<file path="src/rtl/spi_master_tx_engine.sv">
// Mode-0 SPI master: pops 41-bit command words from the TX FIFO, shifts them out MSB-first
// and, for read commands, captures the 32-bit data field from MISO into rx_data.
module spi_master_tx_engine #(
  parameter int unsigned CLK_DIV    = 2,
  parameter int unsigned CS_GAP     = 4,
  parameter int unsigned FRAME_BITS = 41
) (
  input  logic                  spi_clk,
  input  logic                  spi_rst_n,
  input  logic                  fifo_empty,
  input  logic [FRAME_BITS-1:0] fifo_rd_data,
  output logic                  fifo_rd_en,
  output logic                  sclk,
  output logic                  cs_n,
  output logic                  mosi,
  input  logic                  miso,
  output logic [31:0]           rx_data,
  output logic                  rx_valid,
  output logic                  busy
);

  localparam int unsigned DATA_BITS      = 32;
  localparam int unsigned DIV_W          = (CLK_DIV > 1) ? $clog2(CLK_DIV) : 1;
  localparam int unsigned GAP_W          = (CS_GAP > 1) ? $clog2(CS_GAP) : 1;
  localparam int unsigned BIT_W          = $clog2(FRAME_BITS + 1);
  localparam int unsigned LAST_BIT       = FRAME_BITS - 1;
  localparam int unsigned FIRST_DATA_BIT = FRAME_BITS - DATA_BITS;

  typedef enum logic [1:0] {
    ST_IDLE,
    ST_POP,
    ST_SHIFT,
    ST_GAP
  } state_e;

  state_e                state_q,    state_d;
  logic [FRAME_BITS-1:0] shift_q,    shift_d;
  logic [DATA_BITS-1:0]  rx_shift_q, rx_shift_d;
  logic                  is_read_q,  is_read_d;
  logic [DIV_W-1:0]      div_cnt_q,  div_cnt_d;
  logic [BIT_W-1:0]      bit_cnt_q,  bit_cnt_d;
  logic [GAP_W-1:0]      gap_cnt_q,  gap_cnt_d;
  logic                  rd_en_q,    rd_en_d;
  logic                  sclk_q,     sclk_d;
  logic                  cs_n_q,     cs_n_d;
  logic                  mosi_q,     mosi_d;
  logic [DATA_BITS-1:0]  rx_data_q,  rx_data_d;
  logic                  rx_valid_q, rx_valid_d;
  logic                  busy_q,     busy_d;

  always_ff @(posedge spi_clk or negedge spi_rst_n) begin
    if (!spi_rst_n) begin
      state_q    <= ST_IDLE;
      shift_q    <= '0;
      rx_shift_q <= '0;
      is_read_q  <= 1'b0;
      div_cnt_q  <= '0;
      bit_cnt_q  <= '0;
      gap_cnt_q  <= '0;
      rd_en_q    <= 1'b0;
      sclk_q     <= 1'b0;
      cs_n_q     <= 1'b1;
      mosi_q     <= 1'b0;
      rx_data_q  <= '0;
      rx_valid_q <= 1'b0;
      busy_q     <= 1'b0;
    end else begin
      state_q    <= state_d;
      shift_q    <= shift_d;
      rx_shift_q <= rx_shift_d;
      is_read_q  <= is_read_d;
      div_cnt_q  <= div_cnt_d;
      bit_cnt_q  <= bit_cnt_d;
      gap_cnt_q  <= gap_cnt_d;
      rd_en_q    <= rd_en_d;
      sclk_q     <= sclk_d;
      cs_n_q     <= cs_n_d;
      mosi_q     <= mosi_d;
      rx_data_q  <= rx_data_d;
      rx_valid_q <= rx_valid_d;
      busy_q     <= busy_d;
    end
  end

  always_comb begin
    state_d    = state_q;
    shift_d    = shift_q;
    rx_shift_d = rx_shift_q;
    is_read_d  = is_read_q;
    div_cnt_d  = div_cnt_q;
    bit_cnt_d  = bit_cnt_q;
    gap_cnt_d  = gap_cnt_q;
    rd_en_d    = 1'b0;
    sclk_d     = sclk_q;
    cs_n_d     = cs_n_q;
    mosi_d     = mosi_q;
    rx_data_d  = rx_data_q;
    rx_valid_d = 1'b0;

    unique case (state_q)
      ST_IDLE: begin
        if (!fifo_empty) begin
          rd_en_d = 1'b1;
          state_d = ST_POP;
        end
      end

      ST_POP: begin
        shift_d   = fifo_rd_data;
        is_read_d = ~fifo_rd_data[LAST_BIT];
        mosi_d    = fifo_rd_data[LAST_BIT];
        cs_n_d    = 1'b0;
        sclk_d    = 1'b0;
        bit_cnt_d = '0;
        div_cnt_d = '0;
        state_d   = ST_SHIFT;
      end

      ST_SHIFT: begin
        if (div_cnt_q == DIV_W'(CLK_DIV - 1)) begin
          div_cnt_d = '0;
          sclk_d    = ~sclk_q;
          if (!sclk_q) begin
            // Rising edge: only the trailing 32 bits of a read frame carry data.
            if (is_read_q && (bit_cnt_q >= BIT_W'(FIRST_DATA_BIT))) begin
              rx_shift_d = {rx_shift_q[DATA_BITS-2:0], miso};
            end
          end else begin
            bit_cnt_d = bit_cnt_q + BIT_W'(1);
            if (bit_cnt_q == BIT_W'(LAST_BIT)) begin
              cs_n_d    = 1'b1;
              sclk_d    = 1'b0;
              mosi_d    = 1'b0;
              gap_cnt_d = '0;
              state_d   = ST_GAP;
              if (is_read_q) begin
                rx_data_d  = rx_shift_q;
                rx_valid_d = 1'b1;
              end
            end else begin
              mosi_d  = shift_q[LAST_BIT-1];
              shift_d = {shift_q[LAST_BIT-1:0], 1'b0};
            end
          end
        end else begin
          div_cnt_d = div_cnt_q + DIV_W'(1);
        end
      end

      ST_GAP: begin
        if (gap_cnt_q == GAP_W'(CS_GAP - 1)) begin
          gap_cnt_d = '0;
          state_d   = ST_IDLE;
        end else begin
          gap_cnt_d = gap_cnt_q + GAP_W'(1);
        end
      end

      default: state_d = ST_IDLE;
    endcase

    busy_d = (state_d != ST_IDLE);
  end

  assign fifo_rd_en = rd_en_q;
  assign sclk       = sclk_q;
  assign cs_n       = cs_n_q;
  assign mosi       = mosi_q;
  assign rx_data    = rx_data_q;
  assign rx_valid   = rx_valid_q;
  assign busy       = busy_q;

endmodule

</file>
<file path="config.mk">
export PLATFORM = sky130hd
export DESIGN_NAME = spi_master_tx_engine
export DESIGN_NICKNAME = d
export VERILOG_FILES = /design/src/rtl/spi_master_tx_engine.sv
export SDC_FILE = /design/constraint.sdc
export NUM_CORES = 1
export LEC_CHECK = 0
export ABC_AREA = 1
export CORE_ASPECT_RATIO = 1.2
export CORE_UTILIZATION = 35
export CTS_BUF_LIST = sky130_fd_sc_hd__clkbuf_4 sky130_fd_sc_hd__clkbuf_8 sky130_fd_sc_hd__clkbuf_16
export CTS_CLUSTER_SIZE = 10
export DETAILED_ROUTE_END_ITERATION = 16
export GPL_ROUTABILITY_DRIVEN = 0
export MAX_ROUTING_LAYER = met4
export SYNTH_ARGS = -nofsm -noshare
export SYNTH_HDL_FRONTEND = slang
export SYNTH_SLANG_ARGS = --single-unit
</file>
<file path="constraint.sdc">
create_clock -name spi_clk -period 1.8 [get_ports spi_clk]
set_input_delay 0.27 -clock spi_clk [delete_from_list [all_inputs] [get_ports spi_clk]]
set_output_delay 0.27 -clock spi_clk [all_outputs]
set_load 0.03 [all_outputs]
</file>
== Yosys cells after proc, flatten, opt, wreduce, memory -nomap -nowiden ==
Index checks and enable logic that the tools add are counted.

* Flip-flop bits (word level): 122
* Input bits: 45
* Logic and storage cells: 80

* $add $sub $neg: 3
* Magnitude comparators: 1
* Eq/ne operators: 9
* Mux-type cells: 39
* Bitwise gates (word level): 2
* Reductions and logical operators: 12

{| class="wikitable"
|+ Operators by type and width
! kind !! count
|-
| $mux W40 || 3
|-
| $pmux W40 S2 || 1
|-
| $mux W2 || 9
|-
| $mux W1 || 17
|-
| $reduce_and A4 Y1 || 4
|-
| $mux W6 || 2
|-
| $pmux W6 S2 || 1
|-
| $ne A2 B2 Y1 const B || 4
|-
| $pmux W1 S2 || 4
|-
| $pmux W2 S4 || 1
|-
| $add A6 B1 Y6 const B || 1
|-
| $eq A2 B2 Y1 const B || 3
|-
| $eq A6 B6 Y1 const B || 1
|-
| $ge A6 B4 Y1 const B || 1
|-
| $reduce_bool A2 Y1 || 3
|-
| $reduce_and A5 Y1 || 1
|-
| $pmux W2 S2 || 1
|-
| $reduce_and A3 Y1 || 1
|-
| $add A2 B1 Y2 const B || 1
|-
| $eq A2 B1 Y1 const B || 1
|-
| $logic_not A2 Y1 || 1
|-
| $not A1 Y1 || 2
|-
| $reduce_and A2 Y1 || 1
|-
| $add A1 B1 Y1 const B || 1
|-
| $logic_and A1 B1 Y1 || 1
|}

== Logic depth before layout (Yosys ltp) ==
Gate-level depths: netlist of run 1.

* Depth in word-level cells: 6
* Gate-level depth with buffers: 10
* Gate-level depth less buffers: 8

== Least setup slack after synthesis of run 1 ==
No wires, ideal clock.

* Kind: flip-flop to flip-flop
* Start: register state_q[0]
* End: register shift_q[13]
* Library setup time: 122 ps
* Arrival time: 1,495 ps
* Data required time: 1,678 ps
* Path slack: 183 ps
* Cell stages (with the launch flop): 11
* Buffers on the path: 3
* Period minus slack after synthesis: 1,617 ps
* Path through: dfrtp_1 > inv_1 > ha_1 > buf_4 > nand3_1 > nand2_2 > nand2_4 > buf_12 > buf_12 > nand2_2 > o21ai_2

* Cells in the longest elaborated chain, start to end: 3

{| class="wikitable"
|+ RTL lines
! what !! line !! text
|-
| start, declared || 36 || <nowiki>state_e state_q, state_d;</nowiki>
|-
| start signal, assigned || 68 || <nowiki>state_q <= state_d;</nowiki>
|-
| $eq A2 B2 Y1 or $eq A2 B1 Y1 (tied branches) || 100 || <nowiki>unique case (state_q)</nowiki>
|-
| $ne A2 B2 Y1 (no line) or $reduce_bool A2 Y1 (tied branches) || - ||
|-
| $reduce_and A4 Y1 (no line) || - ||
|-
| end signal, assigned || 69 || <nowiki>shift_q <= shift_d;</nowiki>
|-
| end, declared || 37 || <nowiki>logic [FRAME_BITS-1:0] shift_q, shift_d;</nowiki>
|}

Several ways; a longest one is shown, not always the timed one.
A chain may end at the register's enable or synchronous reset.

== Final worst setup path of run 1 ==
* Start: register sclk_q (netlist: sclk)
* End: output sclk

{| class="wikitable"
|+ RTL lines
! what !! line !! text
|-
| start, declared || 44 || <nowiki>logic sclk_q, sclk_d;</nowiki>
|-
| start signal, assigned || 76 || <nowiki>sclk_q <= sclk_d;</nowiki>
|-
| end, declared || 13 || <nowiki>output logic sclk,</nowiki>
|}

No word-level cell between the ends.

==> qor.txt, run 1 <==
status: finished clean
Initial DRT Pass Iterations: 4
worst skew pair latency: 410 ps
Fin. Hold Viols: 0
Sink Count: 122
die area: 15700 µm²
Yosys cell types: 24
total CTS buffers: 17
syn_nets: 591
register bit total from synthesis: 122
GRT Util Overall: 15.0%
HPWL after detailed placement: 7130 µm
clk slew on worst S/H paths: 50 ps
max_slew headroom: 69.3%
max incr delay on CP: 690 ps
die height: 137 µm
first-pass GRT wire length: 17700 µm
post-route clock period utilization: 97.1%
crit path DAT: 1480 ps
vias in the first global route: 3811
PwrDens: 1360 nW/µm²
Startpoint Class: flip-flop
vias per cell: 4.58
Gate Count Post-Synth: 538
Crit path depth: 1
# port buffers: 82
routed vias: 3857
Max-Cap Viols: 0
kind of cell adding the most delay to the critical path: buffers and inverters
Setup Skew: 7.78 ps
HP Class: in -> async
Core Util, Final: 48.3%
grt ovf: 0
switching part of the total: 29.7%
DRC: 0
Setup Crit Path Kind: reg -> out
cells on worst reg2reg path: 8
H-Tree Level Count: 4
number of diodes: 0
Top-Level Pins: 83
fin. max-slew vios: 0
Peak Freq: 572 MHz
slowest CP cell: clkdlybuf4s50_1
setup TNS: 0 ps
clk root buf: clkbuf_16
Finish-stage setup viols: 0
Switch Pwr: 2.84 mW
Worst Path Required: 1530 ps
Seq/Total Area, Yosys: 57.5%
Layout area overhead: 32.6%
combinational share of power: 25.9%
FILL cells: 1354
Final Critical Period: 1750 ps
Synth warnings: 0
Synth Cell Area: 5320 µm²
DR WL/cell: 12.4 µm
Initial Utilization: 36.4%
initial antenna violation count: 0
CTS tree: built
NumNets Final: 683
RSZ-0062 raised after global routing: no
Post-Route WL: 10500 µm
Peak VDD IR: 0.782 mV
Placement Rows: 48
Clock power frac: 36.0%
syn_area_per_cell: 9.88 µm²
Post-CTS Setup Repair Bufs: 0
Critical path buffers and inverters: 1
Final ANT Viol Nets: 0
CTS Buffer Depth: 2
First DRT Iteration DRCs: 202
Leak: 3.13 nW
CP max FO: 3
Flop pwr share: 38.1%
Worst Max-Slew Pin Slew: 460 ps
Worst setup EP type: output pin
core area: 14600 µm²
crit-path cells: clkdlybuf4s50_1
Die X: 114 µm
share of cells above drive strength 1: 12.9%
Int Pwr: 6.72 mW
largest net degree at the start of global routing: 65
## path summary, 6_finish.rpt
kind / start / to / slack [ps]
min reg2reg: rx_shift_q[31] / rx_data[31] / 470
max in group asynchronous: spi_rst_n / shift_q[2] / 900
min in group spi_clk: miso / rx_shift_q[0] / 430
max: sclk / sclk / 50
min: spi_rst_n / rx_data[3] / 220
max reg2reg: state_q[0] / rx_shift_q[18] / 190
## timing repair
item	4_1_cts	5_1_grt
endpoints found under the hold margin	82	0
hold buffers	1	0
gates resized for setup	1	3
endpoints found under the setup margin	1	14
## per-layer routing
metal	up-vias	wire length, µm	global-route usage [%]
met5	-	0	-
met2	86	4860	23.2
met4	0	172	6.49
met3	16	519	4.69
li1	1925	-	-
met1	1830	4930	18.1
## placed cells by master (no fill, tap or decap), types with 2 or more instances in the layout
cell type          n
a21oi_1            7
buf_12             7
buf_4             10
bufinv_16          3
clkbuf_16         17
clkbuf_4           4
clkbuf_8           2
clkdlybuf4s50_1   80
clkinv_2           6
dfrtp_1          121
ha_1               7
inv_1             50
inv_2              2
mux2i_1           39
nand2_1          136
nand2_2           11
nand2_4            2
nand3_1           12
nand4_1            3
nor2_1             6
nor2_2             2
o21ai_0           54
o21ai_1           43
o21ai_2           10
## power by group through the flow
| stage | combinational (mW) | clock [mW] | sequential (mW) |
|---|---|---|---|
| 2_1_floorplan | 1.78 | 0 | 3.66 |
| 3_3_place_gp | 2.38 | 0 | 3.67 |
| 3_5_place_dp | 2.48 | 0 | 3.68 |
| 4_1_cts | 2.49 | 3.52 | 3.64 |
| 5_1_grt | 2.79 | 3.64 | 3.70 |
| 6_report | 2.48 | 3.44 | 3.64 |
## state kept, by name (all words and copies together) (netlist names)
register	cells
div_cnt_q	1
rx_valid	1
busy	1
is_read_q	1
cs_n	1
fifo_rd_en	1
gap_cnt_q	2
mosi	1
shift_q	40
bit_cnt_q	6
sclk	1
rx_data	32
state_q	2
rx_shift_q	32
## cells in the mapped netlist
cell type	count	area share, %
nand2_4	3	0.64
ha_1	8	1.9
o21ai_2	10	1.6
buf_6	1	0.21
o21ai_1	43	4.0
inv_1	50	3.5
nand4_1	3	0.35
nand2_1	136	9.6
a21oi_1	7	0.66
o21ai_0	54	5.1
buf_12	2	0.75
dfrtp_1	121	57
mux2i_1	39	7.3
buf_2	17	1.6
inv_2	2	0.14
nand3_4	1	0.33
nor2_8	1	0.38
o21ai_4	1	0.31
dfstp_2	1	0.49
nor2_2	2	0.24
nand2_2	11	1.3
buf_4	6	0.85
nor2_1	6	0.42
nand3_1	13	1.2
## final cells by class
class | count | area (µm²) | share of cell area [%]
clock buffers | 23 | 483 | 6.85
clock inverters | 9 | 120 | 1.70
inverters | 52 | 195 | 2.77
multi-input cells | 338 | 1910 | 27.1
flip-flops and latches | 122 | 3050 | 43.3
well taps | 200 | 250 | 3.55
repair buffers | 99 | 1030 | 14.7
## per-stage QoR
| stage | hold slack (ps) | std cells | worst slack (ps) | cell area (µm²) | total power [mW] |
|---|---|---|---|---|---|
| floorplan | -25.6 | 538 | 183 | 5320 | 5.43 |
| global placement | 101 | 810 | 179 | 6410 | 6.04 |
| detailed placement | 105 | 810 | 96.6 | 6410 | 6.15 |
| CTS | 209 | 843 | 29.2 | 7020 | 9.65 |
| global route | 226 | 843 | 7.88 | 7050 | 10.1 |
| finish | 224 | 843 | 51.7 | 7050 | 9.56 |
## logic make-up after synthesis
logic type | Yosys count | synth area share, %
muxes | 39 | 7.34
AOI/OAI and AO/OA | 115 | 11.7
DFF | 122 | 57.5
buffers and inverters | 78 | 7.09
adders and majority gates | 8 | 1.88
and+or+nand+nor | 176 | 14.5
Power figures use the tool's default switching activity.
==> run 2: changes to the inputs <==
ABC_AREA = not set   (was 1)
CAP_MARGIN = 0   (was not set)
RECOVER_POWER = 50   (was not set)
==> qor.txt, run 2 <==
reg2reg end: rx_shift_q[4] (was rx_shift_q[18])
vias in the first global route: 3722 (was 3811)
reg-to-reg setup timing slack: -150 ps (was 190 ps)
initial antenna violation count: 0 (unchanged)
max incr delay on CP: 410 ps (was 690 ps)
GR Layer Usage met1: 17.2% (was 18.1%)
cells on worst reg2reg path: 8 (unchanged)
Die X: 116 µm (was 114 µm)
FILL cells: 1285 (was 1354)
largest net degree at the start of global routing: 47 (was 65)
Fin. Hold Viols: 0 (unchanged)
Final Critical Period: 1950 ps (was 1750 ps)
NumNets Final: 557 (was 683)
Peak Freq: 514 MHz (was 572 MHz)
Power Total: 11.3 mW (was 9.56 mW)
Placement Rows: 49 (was 48)
Yosys cell types: 38 (was 24)
crit path DAT: 2240 ps (was 1480 ps)
Setup Skew: 7.43 ps (was 7.78 ps)
Startpoint Class: flip-flop (unchanged)
clk slew on worst S/H paths: 60 ps (was 50 ps)
HP Class: in -> async (unchanged)
GRT Util Overall: 15.4% (was 15.0%)
H-Tree Level Count: 4 (unchanged)
Max-Cap Viols: 0 (unchanged)
fin. max-slew vios: 0 (unchanged)
CTS tree: built (unchanged)
Top-Level Pins: 83 (unchanged)
worst skew pair latency: 410 ps (about the same)
Synth Cell Area: 5460 µm² (was 5320 µm²)
Gate Count Post-Synth: 368 (was 538)
Leak: 3.95 nW (was 3.13 nW)
grt met3 use: 4.55% (was 4.69%)
vias per cell: 4.69 (was 4.58)
die height: 139 µm (was 137 µm)
biggest area consumer among synthesized cells: dfrtp_1 (unchanged)
DRC: 0 (unchanged)
dpl cells: 667 (was 810)
PwrDens: 1390 nW/µm² (was 1360 nW/µm²)
met2 GRT Util: 25.5% (was 23.2%)
syn_area_per_cell: 14.8 µm² (was 9.88 µm²)
Final Cell Area: 8110 µm² (was 7050 µm²)
total CTS buffers: 17 (unchanged)
Placed Instance Area: 6790 µm² (was 6410 µm²)
worst r2r src: bit_cnt_q[0] (was state_q[0])
Initial DRT Pass Iterations: 4 (unchanged)
Final Non-Filler Cells: 721 (was 843)
# port buffers: 82 (unchanged)
CP max FO: 8 (was 3)
Largest Register: shift_q (unchanged)
Synth warnings: 0 (unchanged)
status: finished, violations left (was finished clean)
max_slew headroom: 57.7% (was 69.3%)
post-synthesis mux area share: 31.3% (was 7.34%)
Seq/Total Area, Yosys: 55.9% (was 57.5%)
CTS Buffer Depth: 2 (unchanged)
Commonest cells post-synth: 121 x dfrtp_1, 108 x mux2_2, 29 x mux2_4 (was 136 x nand2_1, 121 x dfrtp_1, 54 x o21ai_0)
crit-path cells: inv_2 > ha_4 > inv_1 > o31a_1 > o31ai_4 > buf_6 > clkbuf_16 > mux2_2 (was clkdlybuf4s50_1)
failing checks: setup timing
share of cells above drive strength 1: 47.4% (was 12.9%)
Peak VDD IR: 0.746 mV (was 0.782 mV)
Synth Area in Adders: 1.83% (was 1.88%)
commonest non-fill, non-tap cell in the layout: dfrtp_1 (was nand2_1)
RSZ-0062 raised after global routing: yes (was no)
Sink Count: 122 (unchanged)
die area: 16100 µm² (was 15700 µm²)
xor-xnor portion of the synthesized cell area: 0.802% (was 0%)
Layout area overhead: 48.6% (was 32.6%)
grt ovf: 0 (unchanged)
Initial Utilization: 36.1% (was 36.4%)
Compound-Gate Fraction of Synth Area: 2.68% (was 11.7%)
Worst setup EP type: flip-flop (was output pin)
DR WL/cell: 16.2 µm (was 12.4 µm)
GRT Max-Usage Layer: met2 (unchanged)
Post-Route WL: 11700 µm (was 10500 µm)
slowest CP cell: dfrtp_1 (was clkdlybuf4s50_1)
HPWL after detailed placement: 7040 µm (was 7130 µm)
Final ANT Viol Nets: 0 (unchanged)
Largest register FFs: 40 (unchanged)
most frequent cell after synthesis: dfrtp_1 (was nand2_1)
worst setup path start: bit_cnt_q[0] (was sclk)
routed vias: 3385 (was 3857)
commonest cells after routing, fill and taps aside: 120 x dfrtp_1, 93 x mux2_4, 78 x clkdlybuf4s50_1 (was 136 x nand2_1, 121 x dfrtp_1, 80 x clkdlybuf4s50_1)
post-route clock period utilization: 108% (was 97.1%)
largest family of logic cells by synthesized area: multiplexers (was simple AND/OR/NAND/NOR gates)
core area: 15100 µm² (was 14600 µm²)
Worst Max-Slew Pin Slew: 635 ps (was 460 ps)
first-pass GRT wire length: 18500 µm (was 17700 µm)
Post-Synth Simple-Gate Area: 4.24% (was 14.5%)
EDFF count, synth: 0 (unchanged)
syn_nets: 421 (was 591)
Yosys top cell area share: 55.4% (was 57.0%)
number of diodes: 0 (unchanged)
Finish-stage setup viols: 98 (was 0)
ranking of synthesized cells by area: dfrtp_1 55%, mux2_2 22%, mux2_4 8.0% (was dfrtp_1 57%, nand2_1 9.6%, mux2i_1 7.3%)
Async SR Flop Fraction: 100% (unchanged)
clk root buf: clkbuf_16 (unchanged)
Worst Path Required: 2090 ps (was 1530 ps)
Setup Crit Path Kind: reg -> reg (was reg -> out)
First DRT Iteration DRCs: 114 (was 202)
register bit total from synthesis: 122 (unchanged)
Setup WS post-layout: -145 ps (was 51.7 ps)
main flop type after synthesis: dfrtp_1 (unchanged)
-- run 2: changes by cell type after synthesis, sizes merged, moves of 5 or more --
cell    previous run  this run
nor2b              0         5
mux2i             39         0
inv               52         9
clkbuf             0         6
o21ai            108         5
mux2               0       142
buf               26        13
nand2            150        14
nand3             14         4
-- run 2: cells by family (layout without fill, tap and decap cells) --
logic type               after synthesis  after routing
flip-flops                           122            122
adder cells (fa/ha/maj)                8              8
AO/OA/AOI/OAI                         22             22
buffers and inverters                 28            177
multiplexers                         142            142
XOR/XNOR                               5              5
AND/OR/NAND/NOR                       41             41
-- run 2: through the flow --
stage	utilization [%]	worst slack, ps	TNS, ps	hold slack (ps)
finish	53.6	-145	-10020	400
detailed placement	44.8	-112	-6080	131
global placement	44.8	-56.0	-2580	126
CTS	51.2	-122	-7010	236
floorplan	-	-65.3	-3040	-25.6
global route	53.6	-218	-16310	466
-- run 2: worst max-delay path, delay by kind of cell, from the launching register on --
kind                       cells  cell delay (ps)
AOI/OAI and AO/OA              2              510
muxes                          1              320
DFF                            1              410
buffers and inverters          4              460
adders and majority gates      1              130
-- run 2: repair_timing --
| action | in CTS | in global routing |
|---|---|---|
| buffers inserted | 8 | 6 |
| pin swaps | 1 | 6 |
| gates resized for setup | 20 | 72 |
| hold buffers | 1 | 0 |
| cloned | 5 | 6 |
| endpoints found under the setup margin | 103 | 107 |
| hold endpoints to repair | 93 | 0 |
-- run 2: worst max path at each step --
stage / slack [ps] / to / depth (start not counted)
after detailed placement: -110 / rx_shift_q[14] / 7
final: -150 / rx_shift_q[4] / 8
after CTS: -120 / rx_shift_q[26] / 8
after global placement: -60 / rx_shift_q[13] / 7
after floorplan: -70 / rx_shift_q[1] / 8
after global routing: -220 / rx_shift_q[10] / 8
-- run 2: power breakdown --
part	switching [mW]	total [mW]	internal, mW
registers	0.354	3.69	3.34
logic	1.34	3.63	2.29
clock network	1.21	3.95	2.74
-- run 2: routing by layer --
| layer | routed length [µm] | part of all wire (%) |
|---|---|---|
| met5 | 0 | 0 |
| met2 | 6020 | 51 |
| met1 | 5000 | 43 |
| met4 | 184 | 1.6 |
| met3 | 494 | 4.2 |
-- run 2: area by class of cell --
cell class | count | area, µm² | area share (%)
clock buffer | 21 | 480 | 5.92
clock inverter | 11 | 214 | 2.64
inverter | 9 | 36.3 | 0.447
multi-input combinational | 218 | 2540 | 31.3
sequential | 122 | 3060 | 37.7
tap | 204 | 255 | 3.15
timing repair buffer | 136 | 1540 | 18.9
